===== config.mk =====
export PLATFORM = sky130hd
export DESIGN_NAME = uart_tx_framer
export DESIGN_NICKNAME = d
export VERILOG_FILES = /design/src/rtl/uart_pkg.sv /design/src/rtl/uart_parity_calc.sv /design/src/rtl/uart_tx_framer.sv
export SDC_FILE = /design/constraint.sdc
export NUM_CORES = 1
export LEC_CHECK = 0
export ABC_AREA = 1
export CORE_MARGIN = 1
export CORE_UTILIZATION = 61
export DETAILED_ROUTE_END_ITERATION = 12
export PLACE_DENSITY = 0.9
export RECOVER_POWER = 50
export SLEW_MARGIN = 10
export SYNTH_ARGS = -nofsm -noshare
export SYNTH_HDL_FRONTEND = slang
export SYNTH_SLANG_ARGS = --single-unit

===== constraint.sdc =====
create_clock -name i_pulse_gen_clk -period 4.36 [get_ports i_pulse_gen_clk]
set_clock_uncertainty 0.05 [all_clocks]
set_input_delay 0.872 -clock i_pulse_gen_clk [delete_from_list [all_inputs] [get_ports i_pulse_gen_clk]]
set_output_delay 0.872 -clock i_pulse_gen_clk [all_outputs]
set_load 0.005 [all_outputs]

===== src/rtl/uart_pkg.sv =====
// rtl/uart_pkg.sv - shared UART types and default widths
package uart_pkg;

  localparam int UART_DATA_WIDTH = 8;
  localparam int UART_DIV_WIDTH  = 16;

  typedef enum logic [2:0] {
    ST_IDLE   = 3'd0,
    ST_START  = 3'd1,
    ST_DATA   = 3'd2,
    ST_PARITY = 3'd3,
    ST_STOP   = 3'd4
  } tx_state_e;

endpackage


===== src/rtl/uart_parity_calc.sv =====
// rtl/uart_parity_calc.sv - even/odd parity bit over a payload word
module uart_parity_calc
  import uart_pkg::*;
#(
  parameter int DATA_WIDTH = UART_DATA_WIDTH
) (
  input  logic [DATA_WIDTH-1:0] data,
  input  logic                  par_typ,
  output logic                  parity_bit
);

  // Odd parity is the even-parity bit inverted.
  assign parity_bit = (^data) ^ par_typ;

endmodule


===== src/rtl/uart_tx_framer.sv =====
// rtl/uart_tx_framer.sv - UART transmit framer: start, data LSB first, optional parity, stop
module uart_tx_framer
  import uart_pkg::*;
#(
  parameter int DATA_WIDTH = UART_DATA_WIDTH,
  parameter int DIV_WIDTH  = UART_DIV_WIDTH
) (
  input  logic                  i_pulse_gen_clk,
  input  logic                  i_pulse_gen_rst,
  input  logic                  i_tx_data_valid,
  input  logic [DATA_WIDTH-1:0] i_tx_p_data,
  input  logic                  i_tx_par_en,
  input  logic                  i_tx_par_typ,
  input  logic [DIV_WIDTH-1:0]  i_tx_div,
  output logic                  o_tx_out,
  output logic                  o_tx_busy
);

  localparam int BCW = (DATA_WIDTH > 1) ? $clog2(DATA_WIDTH) : 1;
  localparam logic [BCW-1:0]       LAST_BIT = BCW'(DATA_WIDTH - 1);
  localparam logic [BCW-1:0]       BIT_ONE  = BCW'(1);
  localparam logic [DIV_WIDTH-1:0] DIV_ONE  = DIV_WIDTH'(1);

  tx_state_e             state_q, state_d;
  logic [DIV_WIDTH-1:0]  div_cnt_q, div_cnt_d;
  logic [BCW-1:0]        bit_cnt_q, bit_cnt_d;
  logic                  tx_out_q, tx_out_d;
  logic                  busy_q, busy_d;
  logic                  latch;
  logic                  bit_done;
  logic [DATA_WIDTH-1:0] data_q;
  logic                  par_en_q;
  logic                  par_typ_q;
  logic [DIV_WIDTH-1:0]  div_q;
  logic                  parity_bit;

  uart_parity_calc #(
    .DATA_WIDTH (DATA_WIDTH)
  ) u_parity (
    .data       (data_q),
    .par_typ    (par_typ_q),
    .parity_bit (parity_bit)
  );

  assign bit_done = (div_cnt_q == '0);

  always_comb begin
    state_d   = state_q;
    div_cnt_d = div_cnt_q;
    bit_cnt_d = bit_cnt_q;
    tx_out_d  = tx_out_q;
    busy_d    = busy_q;
    latch     = 1'b0;

    // Reload at each bit boundary, otherwise count down; never wraps.
    if (state_q != ST_IDLE) begin
      div_cnt_d = bit_done ? (div_q - DIV_ONE) : (div_cnt_q - DIV_ONE);
    end

    case (state_q)
      ST_IDLE: begin
        tx_out_d  = 1'b1;
        busy_d    = 1'b0;
        div_cnt_d = '0;
        if (i_tx_data_valid) begin
          latch     = 1'b1;
          state_d   = ST_START;
          div_cnt_d = (i_tx_div == '0) ? '0 : (i_tx_div - DIV_ONE);
          bit_cnt_d = '0;
          tx_out_d  = 1'b0;
          busy_d    = 1'b1;
        end
      end
      ST_START: begin
        if (bit_done) begin
          state_d   = ST_DATA;
          bit_cnt_d = '0;
          tx_out_d  = data_q[0];
        end
      end
      ST_DATA: begin
        if (bit_done) begin
          if (bit_cnt_q == LAST_BIT) begin
            state_d  = par_en_q ? ST_PARITY : ST_STOP;
            tx_out_d = par_en_q ? parity_bit : 1'b1;
          end else begin
            bit_cnt_d = bit_cnt_q + BIT_ONE;
            tx_out_d  = data_q[bit_cnt_d];
          end
        end
      end
      ST_PARITY: begin
        if (bit_done) begin
          state_d  = ST_STOP;
          tx_out_d = 1'b1;
        end
      end
      ST_STOP: begin
        if (bit_done) begin
          state_d   = ST_IDLE;
          div_cnt_d = '0;
          tx_out_d  = 1'b1;
          busy_d    = 1'b0;
        end
      end
      default: begin
        state_d   = ST_IDLE;
        div_cnt_d = '0;
        tx_out_d  = 1'b1;
        busy_d    = 1'b0;
      end
    endcase
  end

  always_ff @(posedge i_pulse_gen_clk or posedge i_pulse_gen_rst) begin
    if (i_pulse_gen_rst) begin
      state_q   <= ST_IDLE;
      div_cnt_q <= '0;
      bit_cnt_q <= '0;
      tx_out_q  <= 1'b1;
      busy_q    <= 1'b0;
      data_q    <= '0;
      par_en_q  <= 1'b0;
      par_typ_q <= 1'b0;
      div_q     <= '0;
    end else begin
      state_q   <= state_d;
      div_cnt_q <= div_cnt_d;
      bit_cnt_q <= bit_cnt_d;
      tx_out_q  <= tx_out_d;
      busy_q    <= busy_d;
      if (latch) begin
        data_q    <= i_tx_p_data;
        par_en_q  <= i_tx_par_en;
        par_typ_q <= i_tx_par_typ;
        div_q     <= (i_tx_div == '0) ? DIV_ONE : i_tx_div;
      end
    end
  end

  assign o_tx_out  = tx_out_q;
  assign o_tx_busy = busy_q;

endmodule


---- Word level (Yosys, flattened, before mapping) ----
Index checks and enable logic that the tools add are counted.
word-level totals
  register bits ........................... 50
  word-level logic and storage cells ...... 73
  output and inout bits ................... 2
  input bits .............................. 29
cells by class
  muxes and demuxes ....................... 32
  $lt $le $gt $ge ......................... 1
  equality and inequality tests ........... 13
  add/sub/neg operators ................... 4
  reduce and logical (&&, ||, !) cells .... 12
  bitwise operators ....................... 2
operators by type and width
  operator                                                                       number
  16-bit two-way mux                                                             6
  16-bit one-hot mux with 3 select lines                                         1
  16-bit by 1-bit subtractor with 16-bit output (second input constant)          3
  16-bit logical NOT                                                             2
  3-bit two-way mux                                                              10
  3-bit one-hot mux with 5 select lines                                          1
  2-bit != test (second input constant)                                          7
  1-bit two-way mux                                                              10
  3-bit one-hot mux with 3 select lines                                          1
  8-bit parity                                                                   1
  3-bit by 2-bit == test with 1-bit output (second input constant)               2
  3-bit == test (second input constant)                                          2
  6-bit AND reduction                                                            1
  3-bit nonzero test                                                             2
  5-bit AND reduction                                                            1
  3-bit by 4-bit less-than comparator with 1-bit output (second input constant)  1
  1-bit one-hot mux with 4 select lines                                          1
  3-bit by 1-bit adder with 3-bit output (second input constant)                 1
  1-bit binary-select mux with 3-bit select                                      1
  3-bit by 1-bit == test with 1-bit output (second input constant)               1
  3-bit logical NOT                                                              1
  1-bit one-hot mux with 3 select lines                                          1
  3-bit AND reduction                                                            1
  3-bit OR reduction                                                             1
  5 further kinds                                                                5

---- Depth between registers and ports, before layout ----
Gate-level depths: netlist (run 1).
  depth after elaboration ................. 6
  gate-level depth with buffers ........... 14
  depth with buffers taken out ............ 14

---- Hierarchy ----
From an unflattened synthesis (run 1), not the netlist that was laid out.
unflattened totals
  cell total of the unflattened synthesis .. 505
  area, all modules ....................... 3447.1 µm²
by module, submodules not included
  module            cells an instance  area each (µm²)  instances  seq. area each (µm²)
  uart_tx_framer    467                3283.1           1          1252.5
  uart_parity_calc  38                 163.9            1          0.0

---- Worst setup path before layout (run 1) ----
Ideal clock, no wire load.
  path kind ............................... input -> register
  from .................................... input port i_tx_div[0]
  to ...................................... register div_cnt_q[14]
  buffers on the path ..................... 0
  slack ................................... 2.269 ns
  cell stages on the path ................. 8
  arrival ................................. 1.924 ns
  data required time ...................... 4.193 ns
  library setup time ...................... 0.117 ns
  path through ............................ inv_1 ha_1 nand2_1 nor2_1 nand4_1 or2_2 nand3_1 nand2_1
between the ends
  longest elaborated chain between the ends .. 4
  elaborated cells between the ends (all ways) .. 5
  classes of those cells .................. add/sub: 1; mux: 3; reduce/logical: 1
ends and longest elaborated chain
  item                                                                                 RTL line               RTL
  from (decl)                                                                          uart_tx_framer.sv:14   input logic [DIV_WIDTH-1:0] i_tx_div,
  16-bit by 1-bit subtractor with 16-bit output or 16-bit logical NOT (tied branches)  uart_tx_framer.sv:68   div_cnt_d = (i_tx_div == '0) ? '0 : (i_tx_div - DIV_ONE);
  16-bit two-way mux (*)                                                               uart_tx_framer.sv:68
  16-bit two-way mux (*)                                                               uart_tx_framer.sv:65   if (i_tx_data_valid) begin
  16-bit one-hot mux with 3 select lines (*)                                           uart_tx_framer.sv:60   case (state_q)
  via div_cnt_d[14]                                                                    uart_tx_framer.sv:25   logic [DIV_WIDTH-1:0] div_cnt_q, div_cnt_d;
  to (signal assigned)                                                                 uart_tx_framer.sv:128  div_cnt_q <= div_cnt_d;
  to (decl)                                                                            uart_tx_framer.sv:25
The timed path passes the listed nets; every way through them passes the cells marked *.
A chain may end at the register's enable or synchronous reset.

---- Worst setup path after layout (run 1) ----
  from .................................... register div_cnt_q[13]
  to ...................................... register div_cnt_q[12]
between the ends
  longest elaborated chain between the ends .. 5
ends and longest elaborated chain
  item                                        RTL line              RTL
  16-bit logical NOT (*)                      uart_tx_framer.sv:45  assign bit_done = (div_cnt_q == '0);
  16-bit two-way mux                          uart_tx_framer.sv:57  div_cnt_d = bit_done ? (div_q - DIV_ONE) : (div_cnt_q - DIV_ONE);
  16-bit two-way mux                          uart_tx_framer.sv:56  if (state_q != ST_IDLE) begin
  16-bit two-way mux                          uart_tx_framer.sv:99  if (bit_done) begin
  16-bit one-hot mux with 3 select lines (*)  uart_tx_framer.sv:60
  via div_cnt_d[12]                           uart_tx_framer.sv:25
Marked as above.

==> results of run 1 <==
state kept, by name, summed over array words and instances, names as in the netlist:
register and cells:
div_cnt_q 16, div_q 16, data_q 8, bit_cnt_q 3
state_q 3, o_tx_busy 1, o_tx_out 1, par_en_q 1
par_typ_q 1
cells in the final DEF, fill, tap and decap left out, types with 9 or more instances in the layout:
cell type,count
inv_1,61
o21ai_0,21
dfrtp_1,49
nand2_1,155
clkdlybuf4s50_1,29
nand3_1,44
a21oi_1,11
xor2_1,11
o21ai_1,16
nor2_1,47
nand4_1,9
final cells by class:
class	count	area (µm²)
Clock buffer	7	76.3
Timing Repair Buffer	31	308
Sequential cell	50	1250
Clock inverter	1	7.51
Multi-Input combinational cell	359	1750
Tap cell	70	87.6
Inverter	65	244
Fill cell	422	1450
kinds of logic after synthesis:
group / synth area share
fa+ha+maj: 0.0189
xor+xnor: 0.0397
compound gates: 0.101
simple gates: 0.369
flops: 0.378
buf+inv: 0.0937
power groups by stage:
stage | Combinational, mW | Clock [mW] | Sequential, mW
global route | 0.105 | 0.284 | 0.490
global placement | 0.0897 | 0 | 0.496
floorplan | 0.0501 | 0 | 0.494
detailed placement | 0.0908 | 0 | 0.497
finish | 0.0914 | 0.264 | 0.488
CTS | 0.0918 | 0.268 | 0.488
final timing paths:
path / startpoint / to / slack (ps) / depth (start not counted)
worst min-delay path: o_tx_busy$_DFFE_PP0P_ / o_tx_busy$_DFFE_PP0P_ / 440 / 2
worst max-delay path: div_cnt_q[13]$_DFF_PP0_ / div_cnt_q[12]$_DFF_PP0_ / 1500 / 13
min in group asynchronous: i_pulse_gen_rst / div_q[3]$_DFFE_PP0P_ / 1580 / 2
max in group asynchronous: i_pulse_gen_rst / div_cnt_q[12]$_DFF_PP0_ / 1580 / 2
worst min register to register: o_tx_busy$_DFFE_PP0P_ / o_tx_busy$_DFFE_PP0P_ / 440 / 2
worst max register to register: div_cnt_q[13]$_DFF_PP0_ / div_cnt_q[12]$_DFF_PP0_ / 1500 / 13
worst register-to-register path, stage by stage (launching register included):
cell and delay (ps):
dfrtp_1 390, nor2_1 160, nand2_1 110, nor2_4 490
nand2_2 390, nor2_1 200, nor2_1 110, ha_1 250
nand3_2 120, nor2_4 80, nand4_1 90, nand3_1 80
nand2_1 130, nand2_1 90
routing by layer:
layer | track usage | part of all wire | vias up
met1 | 0.450 | 0.45 | 1471
li1 | - | - | 1610
met5 | 0 | 0 | -
met4 | 0.140 | 0.026 | 0
met2 | 0.495 | 0.45 | 161
met3 | 0.0397 | 0.072 | 21
through the flow:
step	cell area (µm²)	power, mW	util	std cells	hold WS [ps]
after floorplan	3310	0.544	-	487	406
after global placement	3640	0.586	0.704	575	406
after detailed placement	3640	0.588	0.704	575	414
after CTS	3730	0.848	0.721	583	432
after global routing	3720	0.879	0.720	583	502
final	3720	0.843	0.720	583	435
==> impl_metrics.yaml, run 1 <==
outcome:
  outcome: "finished, violations left"
  violations: "capacitance limit, slew limit"
logic_synthesis:
  yosysTopAreaCellShare: 0.370
  syn_area_per_cell_um2: 6.80
  synth_common_cells: "nand2_1, inv_1, dfrtp_1"
  syn_area_um2: 3310
  yosysMostFrequentCell: "nand2_1"
  syn_nets: 521
  async_flop_share: 1.00
  netlist_instances: 487
  yosys_warnings: 0
  synth_top_area_cell: "dfrtp_1"
  synth-main-ff-cell: "dfrtp_1"
  synth.distinct_cells: 33
  synth_area_leaders: "dfrtp_1, nand2_1, inv_1"
  synth-seq-cells: 50
  synth-edff-count: 0
  ys_seq_area_frac: 0.378
power:
  vdd_drop_max_mv: 0.169
  seq_power_share: 0.579
  power_switching_mw: 0.208
  comb_power_share: 0.108
  clockPowerShare: 0.313
  p_leak_nw: 1.83
  internal_power_mw: 0.635
  p_sw_frac: 0.247
  power.density_nw_per_um2: 226
route:
  routed_wl_um: 8280
  vias_per_cell: 5.60
  routedWlPerCell_um: 14.2
  drc: 0
  ant_nets: 0
  first_pass_iters: 6
  drt-initial-drc-count: 260
  vias: 3263
place:
  io_buffers: 30
  pre_cts_ws_ps: 1610
  place.gp.congestion: 0.891
  dp_hpwl_um: 6050
grt:
  grt_remaining_overflow: 0
  grt_pass1_wl_um: 13500
  grt_max_degree: 51
  antenna_found_initial: 0
  grt.total_usage: 0.318
  grt_pass1_vias: 2946
die:
  die_h_um: 75.7
  die_x_um: 75.7
  initial_core_util: 0.640
  die_area_um2: 5730
  io_pins: 31
  num_rows: 26
  core_um2: 5170
sta:
  setup_viol_count_final: 0
  max_slew_margin: -0.266
  period_minus_slack_ps: 2860
  rsz0062_at_grt: "no"
  timing.final.max_slew_violations: 51
  timing.fmax_mhz: 350
  finalHoldViolCount: 0
  layout_setup_ws_ps: 1500
  setup_tns_ps: 0
  worst_pin_slew_ps: 1900
  finalCritPeriodShare: 0.656
finish:
  drive_gt1_frac: 0.0546
  area_growth_pct: 12.5
  fin_nets: 546
  antennaDiodeCount: 0
worst_setup_path:
  end_kind: "flip-flop"
  worst-path-buf-inv: 0
  critPathRequiredTime_ps: 4480
  critPathArrivalTime_ps: 2980
  path_delay_family: "simple AND/OR/NAND/NOR gates"
  max_stage_delay_ps: 490
  cp_max_fo: 24
  cp_cell_sequence: "nor2_1 > nand2_1 > nor2_4 > nand2_2 > nor2_1 > nor2_1 > ha_1 > nand3_2 > nor2_4 > nand4_1 > nand3_1 > nand2_1 > nand2_1"
  worstSetupStartpointType: "flip-flop"
  setup.worst_path.class: "flip-flop to flip-flop"
  slowest_stage: "nor2_4"
cts:
  clk_latency_ps: 300
  cts_max_level: 2
  cts_made_buffers: 5
  cts_buffer_depth: 2
  cts_setup_buffers: 0
  ctsResizeCount: 0
  path_clk_slew_ps: 90
  cts.sinks: 50
  hold_buffers: 0
  cts_tree: "built"
  cts-root-buf: "clkbuf_8"
hold_path:
  hold_class: "flip-flop to flip-flop"
flow_run:
  maxCapViolCount: 1
(Power assumes the default switching activity.)
==> run 2, diff against run 1 <==
--- a/config.mk
+++ b/config.mk
@@ -7,9 +7,9 @@
 export LEC_CHECK = 0
 export ABC_AREA = 1
 export CORE_MARGIN = 1
-export CORE_UTILIZATION = 61
+export CORE_UTILIZATION = 58
 export DETAILED_ROUTE_END_ITERATION = 12
-export PLACE_DENSITY = 0.9
+export PLACE_DENSITY = 0.87
 export RECOVER_POWER = 50
 export SLEW_MARGIN = 10
 export SYNTH_ARGS = -nofsm -noshare
==> constraint.sdc (replaced) <==
create_clock -name i_pulse_gen_clk -period 2.8 [get_ports i_pulse_gen_clk]
set_clock_uncertainty 0.05 [all_clocks]
set_input_delay 0.56 -clock i_pulse_gen_clk [delete_from_list [all_inputs] [get_ports i_pulse_gen_clk]]
set_output_delay 0.56 -clock i_pulse_gen_clk [all_outputs]
set_load 0.005 [all_outputs]
==> run 2 against run 1 <==
  * The run now ends clean
  * Setup slack got worse by 1100 ps
  * Via count increased by 0.55%
  * Sequential power increased by 56%
  * Sequential share of layout area decreased by 0.72 points
  * Design area increased by 2.2%
  * Fmax increased by 20%
  * Non-clock buffer count increased by 8
  * Count of clock-buffer cells in the layout unchanged
  * Core utilization decreased by 2.9 points
  * Critical endpoint is now div_cnt_q[6]$_DFF_PP0_
  * Largest cell class unchanged
==> impl_metrics.yaml, run 2 (synthesis gave the netlist of run 1 again) <==
worst_setup_path:
  path_delay_family: "simple AND/OR/NAND/NOR gates"
  cp_cell_sequence: "nor2_1 > nand2_1 > nor2_4 > nand2_2 > nor2_1 > nor2_1 > ha_1 > nand3_2 > o21ai_1 > o21ai_1 > o21ai_0 > nand2_1 > nand2_1"
  critPathRequiredTime_ps: 2950
  setup.worst_path.class: "flip-flop to flip-flop"
  end_kind: "flip-flop"
  max_stage_delay_ps: 400
  worst-path-buf-inv: 0
  slowest_stage: "dfrtp_1"
  worstSetupStartpointType: "flip-flop"
  critPathArrivalTime_ps: 2540
  cp_max_fo: 9
place:
  io_buffers: 30
  place.gp.congestion: 0.982
  dp_hpwl_um: 6500
  placed_cells: 585
  placed_cell_area_um2: 3720
sta:
  max_slew_margin: 0.217
  worst_pin_slew_ps: 1170
  finalCritPeriodShare: 0.853
  setup_tns_ps: 0
  rsz0062_at_grt: "no"
  timing.final.max_slew_violations: 0
  finalHoldViolCount: 0
  period_minus_slack_ps: 2390
  timing.fmax_mhz: 419
  setup_viol_count_final: 0
  holdWs_ps: 439
cts:
  cts_tree: "built"
  path_clk_slew_ps: 100
  cts_made_buffers: 5
  ctsResizeCount: 0
  cts_max_level: 2
  cts.sinks: 50
  cts-root-buf: "clkbuf_8"
  clk_latency_ps: 310
  hold_buffers: 0
  cts_buffer_depth: 2
  cts_setup_buffers: 0
die:
  die_x_um: 77.6
  core_um2: 5510
  num_rows: 27
  initial_core_util: 0.601
  io_pins: 31
  die_area_um2: 6020
  die_h_um: 77.6
finish:
  final_common_cell: "nand2_1"
  drive_gt1_frac: 0.0729
  post-route-cell-area_um2: 3810
  area_growth_pct: 14.9
  largestRegisters: "div_cnt_q: 16 flops, div_q: 16 flops, data_q: 8 flops"
  stdcell_count: 593
  fin_nets: 554
  layout_common_cells: "nand2_1, inv_1, dfrtp_1"
  antennaDiodeCount: 0
power:
  comb_power_share: 0.106
  p_leak_nw: 1.88
  power_switching_mw: 0.346
  p_sw_frac: 0.250
  clockPowerShare: 0.345
  internal_power_mw: 1.04
  vdd_drop_max_mv: 0.312
  seq_power_share: 0.549
  power.density_nw_per_um2: 364
grt:
  grt_max_degree: 31
  grt_remaining_overflow: 0
  grt_pass1_vias: 3043
  antenna_found_initial: 0
  grt.total_usage: 0.299
  grt_pass1_wl_um: 14100
flow_run:
  maxCapViolCount: 0
route:
  routed_wl_um: 8490
  vias: 3281
  ant_nets: 0
  routedWlPerCell_um: 14.3
  drt-initial-drc-count: 256
  first_pass_iters: 5
  vias_per_cell: 5.53
  drc: 0
hold_path:
  hold_class: "flip-flop to flip-flop"
outcome:
  outcome: "finished, final reports clean"
-- run 2: cell types whose count changed in the layout (fill, tap and decap cells not counted), sizes merged --
cell           delta
clkbuf            +1
clkinvlp          -1
dlygate4sd3       +1
clkdlybuf4s50     -1
buf               +7
clkinv            +1
-- run 2: power by group through the flow --
| stage | clock, mW | combinational [mW] | sequential [mW] |
|---|---|---|---|
| final | 0.478 | 0.146 | 0.761 |
| after global routing | 0.508 | 0.162 | 0.764 |
| after CTS | 0.482 | 0.149 | 0.760 |
| after detailed placement | 0 | 0.148 | 0.775 |
| after global placement | 0 | 0.143 | 0.774 |
| after floorplan | 0 | 0.0780 | 0.769 |
-- run 2: stage by stage --
stage / worst slack [ps] / util / power (mW)
3_5_place_dp: 428 / 0.675 / 0.923
2_1_floorplan: 949 / - / 0.847
4_1_cts: 467 / 0.694 / 1.39
3_3_place_gp: 514 / 0.675 / 0.918
6_report: 413 / 0.691 / 1.39
5_1_grt: 221 / 0.691 / 1.43
-- run 2: worst paths after layout --
| path | cells past startpoint | start | to | slack [ps] |
|---|---|---|---|---|
| min in group asynchronous | 2 | i_pulse_gen_rst | data_q[1]$_DFFE_PP0P_ | 940 |
| max reg2reg | 13 | div_cnt_q[1]$_DFF_PP0_ | div_cnt_q[6]$_DFF_PP0_ | 410 |
| max in group asynchronous | 3 | i_pulse_gen_rst | div_cnt_q[11]$_DFF_PP0_ | 600 |
| max | 13 | div_cnt_q[1]$_DFF_PP0_ | div_cnt_q[6]$_DFF_PP0_ | 410 |
| min reg2reg | 2 | o_tx_busy$_DFFE_PP0P_ | o_tx_busy$_DFFE_PP0P_ | 440 |
| min | 2 | o_tx_busy$_DFFE_PP0P_ | o_tx_busy$_DFFE_PP0P_ | 440 |
-- run 2: cell type report --
type                            count  area, µm²
Clock inverter                      1       8.76
Inverter                           65        244
Timing Repair Buffer               39        365
Fill cell                         463       1700
Sequential cell                    50       1250
Tap cell                           72       90.1
Multi-Input combinational cell    359       1750
Clock buffer                        7       96.3
-- run 2: metal layers --
layer | part of all wire | wire length, µm | up-vias | GRT usage
met5 | 0 | 0 | - | 0
met4 | 0.023 | 193 | 0 | 0.0962
met3 | 0.057 | 484 | 24 | 0.0365
met2 | 0.48 | 4090 | 143 | 0.504
met1 | 0.44 | 3730 | 1495 | 0.400
li1 | - | - | 1619 | -
-- run 2: worst register-to-register path: cells and delay by family, from the launching register on --
family          cells  cell delay, ps
compound gates      3             290
fa+ha+maj           1             250
simple gates        9            1280
flops               1             400
